$ cat src/rtl/sp_pkg.sv
// Shared symbols for the serial link: idle/alignment comma and receiver states.
package sp_pkg;
    localparam logic [7:0] COMMA = 8'hBC;

    typedef enum logic [1:0] {
        SEARCH,
        LOCKING,
        ACTIVE
    } state_t;
endpackage

$ cat src/rtl/sp_comma_shift.sv
// MSB-first 8-bit deserialising shift register with a COMMA comparator.
module sp_comma_shift
    import sp_pkg::*;
(
    input  logic       clk_32f,
    input  logic       reset,
    input  logic       data_in,
    output logic [7:0] sr,
    output logic       is_comma
);

    always_ff @(posedge clk_32f) begin
        if (!reset) begin
            sr <= '0;
        end else begin
            sr <= {sr[6:0], data_in};
        end
    end

    assign is_comma = (sr == COMMA);

endmodule

$ cat src/rtl/serial_parallel_rx.sv
// Serial link receiver: comma alignment, lock FSM and byte output registers.
// Define SP_RX_LOS_EN to drop out of ACTIVE after GAP_MAX comma-free byte slots.
module serial_parallel_rx
    import sp_pkg::*;
#(
    parameter int unsigned BC_LOCK = 4,
    parameter int unsigned GAP_MAX = 64
) (
    input  logic       clk_32f,
    input  logic       reset,
    input  logic       data_in,
    output logic [7:0] data_out,
    output logic       valid_out,
    output logic       byte_stb,
    output logic       active
);

    localparam logic [3:0] LOCK_N = 4'(BC_LOCK);

    logic [7:0] sr;
    logic       is_comma;
    logic       at_bnd;
    logic [2:0] bit_cnt;
    logic [3:0] comma_cnt;
    state_t     state;

`ifdef SP_RX_LOS_EN
    localparam int unsigned GW = $clog2(GAP_MAX + 1);
    localparam logic [GW-1:0] GAP_N = GW'(GAP_MAX);
    logic [GW-1:0] gap_cnt;
`endif

    sp_comma_shift u_shift (
        .clk_32f  (clk_32f),
        .reset    (reset),
        .data_in  (data_in),
        .sr       (sr),
        .is_comma (is_comma)
    );

    // The FSM looks at sr one edge after it fills, so bit_cnt==0 marks a whole byte in sr.
    assign at_bnd = (bit_cnt == 3'd0);

    always_ff @(posedge clk_32f) begin
        if (!reset) begin
            state     <= SEARCH;
            bit_cnt   <= '0;
            comma_cnt <= '0;
            data_out  <= '0;
            valid_out <= 1'b0;
            byte_stb  <= 1'b0;
            active    <= 1'b0;
`ifdef SP_RX_LOS_EN
            gap_cnt   <= '0;
`endif
        end else begin
            byte_stb <= 1'b0;
            bit_cnt  <= bit_cnt + 3'd1;
            unique case (state)
                SEARCH: begin
                    if (is_comma) begin
                        bit_cnt   <= 3'd1;
                        comma_cnt <= 4'd1;
`ifdef SP_RX_LOS_EN
                        gap_cnt   <= '0;
`endif
                        if (LOCK_N == 4'd1) begin
                            state  <= ACTIVE;
                            active <= 1'b1;
                        end else begin
                            state <= LOCKING;
                        end
                    end
                end
                LOCKING: begin
                    if (at_bnd) begin
                        if (is_comma) begin
                            comma_cnt <= comma_cnt + 4'd1;
                            if (comma_cnt + 4'd1 >= LOCK_N) begin
                                state  <= ACTIVE;
                                active <= 1'b1;
                            end
                        end else begin
                            state     <= SEARCH;
                            comma_cnt <= '0;
                        end
                    end
                end
                ACTIVE: begin
                    if (at_bnd) begin
`ifdef SP_RX_LOS_EN
                        if (!is_comma && (gap_cnt + GW'(1) == GAP_N)) begin
                            state     <= SEARCH;
                            active    <= 1'b0;
                            valid_out <= 1'b0;
                            comma_cnt <= '0;
                            gap_cnt   <= '0;
                        end else begin
                            data_out  <= sr;
                            valid_out <= !is_comma;
                            byte_stb  <= 1'b1;
                            gap_cnt   <= is_comma ? '0 : gap_cnt + GW'(1);
                        end
`else
                        data_out  <= sr;
                        valid_out <= !is_comma;
                        byte_stb  <= 1'b1;
`endif
                    end
                end
                default: begin
                    state <= SEARCH;
                end
            endcase
        end
    end

endmodule

$ cat config.mk
export PLATFORM = sky130hd
export DESIGN_NAME = serial_parallel_rx
export DESIGN_NICKNAME = d
export VERILOG_FILES = /design/src/rtl/sp_pkg.sv /design/src/rtl/sp_comma_shift.sv /design/src/rtl/serial_parallel_rx.sv
export SDC_FILE = /design/constraint.sdc
export NUM_CORES = 1
export LEC_CHECK = 0
export ABC_AREA = 1
export CORE_ASPECT_RATIO = 1.5
export CORE_MARGIN = 2
export CORE_UTILIZATION = 50
export DETAILED_ROUTE_END_ITERATION = 6
export GPL_ROUTABILITY_DRIVEN = 0
export HOLD_SLACK_MARGIN = 0.03
export MAX_ROUTING_LAYER = met4
export PLACE_DENSITY = 0.83
export SLEW_MARGIN = 20
export SYNTH_ARGS = -nofsm -noshare
export SYNTH_HDL_FRONTEND = slang
export SYNTH_SLANG_ARGS = --single-unit
$ cat constraint.sdc
create_clock -name clk_32f -period 1.6 [get_ports clk_32f]
set_clock_uncertainty 0.1 [all_clocks]
set_input_delay 0.24 -clock clk_32f [delete_from_list [all_inputs] [get_ports clk_32f]]
set_output_delay 0.24 -clock clk_32f [all_outputs]
set_load 0.02 [all_outputs]
==> impl_metrics.py <==
metrics = {
    "floorplan": {
        "num_rows": 21,
        "die_w_um": 44.0,
        "pin_count": 14,
        "die_area_um2": 2810,
        "initial_utilization": 0.530,
        "die_h_um": 63.9,
        "core-area_um2": 2260,
    },
    "routing": {
        "viasPerCell": 5.06,
        "vias": 946,
        "drtPass1Iterations": 4,
        "wl_mm": 2.20,
        "wl_per_cell_um": 11.8,
        "drt_drc_violations_left": 0,
        "ant_nets": 0,
        "drt_iter0_markers": 24,
    },
    "sta": {
        "worst_pin_slew_ns": 0.275,
        "hold_viol": 0,
        "setup_tns_ns": 0,
        "max_freq_ghz": 0.696,
        "maxSlewViolCount": 0,
        "min_period_ns": 1.44,
        "setup_viol": 0,
        "fin_crit_sh": 0.898,
        "relSlewSlack": 0.817,
        "hold_ws_ns": 0.326,
        "rsz0062_at_grt": "no",
    },
    "worst_setup_path": {
        "worstPathArrival_ns": 1.58,
        "critPathMaxFanout": 4,
        "critPathRequiredTime_ns": 1.74,
        "critical_path_class": "flip-flop to flip-flop",
        "regToRegSetupSlack_ns": 0.16,
        "r2r_end": "state[0]$_SDFFE_PN0P_",
        "setup.worst_path.start_class": "flip-flop",
        "end_kind": "flip-flop",
        "r2r_start": "bit_cnt[0]$_SDFF_PN0_",
        "worstRegToRegCells": 8,
        "worstSetupStartpoint": "bit_cnt[0]$_SDFF_PN0_",
    },
    "yosys": {
        "syn-instance-count": 149,
        "ys_ff_latch": 28,
        "netlist_area_um2": 1200,
        "yosysWarnings": 0,
        "synth_top_area_share": 0.468,
        "seq_area_frac_synth": 0.468,
        "syn_nets": 155,
        "netlist_top_cells_area": "dfxtp_1 (47%), nor2_1 (7.5%), inv_1 (6.6%)",
        "postSynthAreaPerCell_um2": 8.04,
        "yosysUniqueCellTypes": 24,
        "synth_area_leader_cell": "dfxtp_1",
    },
    "grt": {
        "grt_pass1_wl_mm": 3.96,
        "grt_use_total": 0.187,
        "grt_pass1_vias": 979,
        "use_met1": 0.202,
        "met2_usage": 0.322,
        "busiest_layer": "met2",
        "met3_usage": 0.0226,
        "antenna_found_initial": 0,
        "grt-ovfl-total": 0,
        "grt_max_degree": 25,
    },
    "clock_network": {
        "clk_pin_slew_worst_paths_ns": 0.15,
        "h-tree-depth": 1,
        "ctsHoldBuffers": 0,
        "clk_latency_ns": 0.32,
        "cts_sinks": 28,
        "cts_tree": "done",
        "cts_made_buffers": 3,
        "clockBufferDepth": 2,
        "root_buffer": "clkbuf_4",
    },
    "cells_and_area": {
        "fin_nets": 171,
        "drive_gt1_frac": 0.152,
        "area_growth_pct": 15.3,
        "n_antenna_cell": 0,
        "fillers": 202,
    },
    "place": {
        "place_hpwl_mm": 1.58,
        "io_buffers": 13,
    },
    "pwr": {
        "vdd_drop_max_uv": 570,
        "leakage_nw": 0.690,
        "powerDensity_nw_per_um2": 889,
    },
    "hold_path": {
        "hold_end": "u_shift.sr[0]$_SDFF_PN0_",
        "min_from": "data_in",
        "hp-class": "input port to flip-flop",
        "whs_path_depth": 3,
    },
    "job": {
        "drv_cap": 0,
    },
    "outcome": {
        "status": "finished clean",
    },
}
-- cell usage after synthesis --
cell and number:
dfxtp_1 28, nand3_1 3, xor2_1 1, o211ai_1 1
o21ai_0 10, nand2_4 3, nor3_1 1, inv_2 3
clkbuf_1 1, nand2_1 18, nor2_4 5, a31oi_1 1
ha_1 3, a21oi_1 9, o21ai_1 4, nor2_1 24
o21ai_2 1, xnor2_1 1, nand4_1 1, nand3_2 1
nand2_2 5, inv_1 21, inv_4 2, buf_6 2
-- repair_timing --
item	CTS	global route
setup endpoints to repair	10	2
gates resized for setup	10	2
buffers inserted	0	0
-- flip-flops by register name, indices dropped and copies added, names as in the netlist --
register    flops
u_shift.sr      8
valid_out       1
comma_cnt       4
bit_cnt         3
data_out        8
byte_stb        1
state           2
active          1
-- layer usage --
metal	part of all wire	routed length, um
met4	0.020	43
met3	0.035	76
met5	0	0
met1	0.40	873
met2	0.55	1210
-- kinds of logic (layout without fill, tap and decap cells) --
kind of cell | Yosys count | count (layout) | share of synthesized area
fa+ha+maj | 3 | 3 | 0.0314
buf+inv | 29 | 44 | 0.108
compound gates | 26 | 26 | 0.115
flops | 28 | 28 | 0.468
xor+xnor | 2 | 2 | 0.0146
simple gates | 61 | 61 | 0.263
-- report_power, final --
group | total (mW) | switching (mW) | internal (mW)
combinational | 0.0534 | 0.0325 | 0.0210
sequential | 0.716 | 0.00847 | 0.708
clock | 0.457 | 0.204 | 0.253
total | 1.23 | 0.245 | 0.982
-- critical path: stages (launching register included) --
cell,delay (ns)
dfxtp_1,0.41
inv_1,0.06
ha_1,0.18
inv_1,0.09
nor2_4,0.06
o21ai_1,0.20
o211ai_1,0.15
nand2_1,0.08
nor2_1,0.04
-- stage by stage --
step,worst slack [ns],utilization,cell area (um2),instances,power [mW]
floorplan,0.323,-,1200,149,0.772
global placement,0.260,0.592,1340,183,0.783
detailed placement,0.182,0.592,1340,183,0.784
CTS,0.00835,0.610,1380,187,1.23
global route,0.0605,0.611,1380,187,1.27
finish,0.163,0.611,1380,187,1.23
-- worst max-delay path by stage --
stage	cells past startpoint	slack [ns]	end
6_report	8	0.16	state[0]$_SDFFE_PN0P_
5_1_grt	8	0.06	state[0]$_SDFFE_PN0P_
4_1_cts	1	0.008	byte_stb
3_5_place_dp	9	0.18	state[0]$_SDFFE_PN0P_
3_3_place_gp	4	0.26	valid_out$_SDFFE_PN0P_
2_1_floorplan	8	0.32	state[0]$_SDFFE_PN0P_
-- layout make-up --
class	count	area [um2]	area share
Clock buffer	3	22.5	0.0163
Sequential cell	28	561	0.406
Timing Repair Buffer	14	128	0.0925
Clock inverter	1	30.0	0.0218
Inverter	26	103	0.0743
Multi-Input combinational cell	92	508	0.368
Tap cell	23	28.8	0.0209
-- placed cells by master, fill, tap and decap left out --
master	netlist	layout
buf_4	0	1
nand2_2	5	5
o211ai_1	1	1
nand3_1	3	3
clkdlybuf4s50_1	0	2
bufinv_16	0	1
nor3_1	1	1
clkbuf_4	0	3
o21ai_0	10	9
dlymetal6s2s_1	0	1
inv_4	2	2
nor2_4	5	5
xnor2_1	1	1
dfxtp_1	28	28
nand3_2	1	1
inv_2	3	3
inv_1	21	21
a31oi_1	1	1
a21oi_1	9	9
nand4_1	1	1
ha_1	3	3
dlygate4sd2_1	0	10
o21ai_1	4	5
xor2_1	1	1
nand2_4	3	3
nor2_1	24	24
o21ai_2	1	1
nand2_1	18	18
Power figures use the tool's default switching activity.
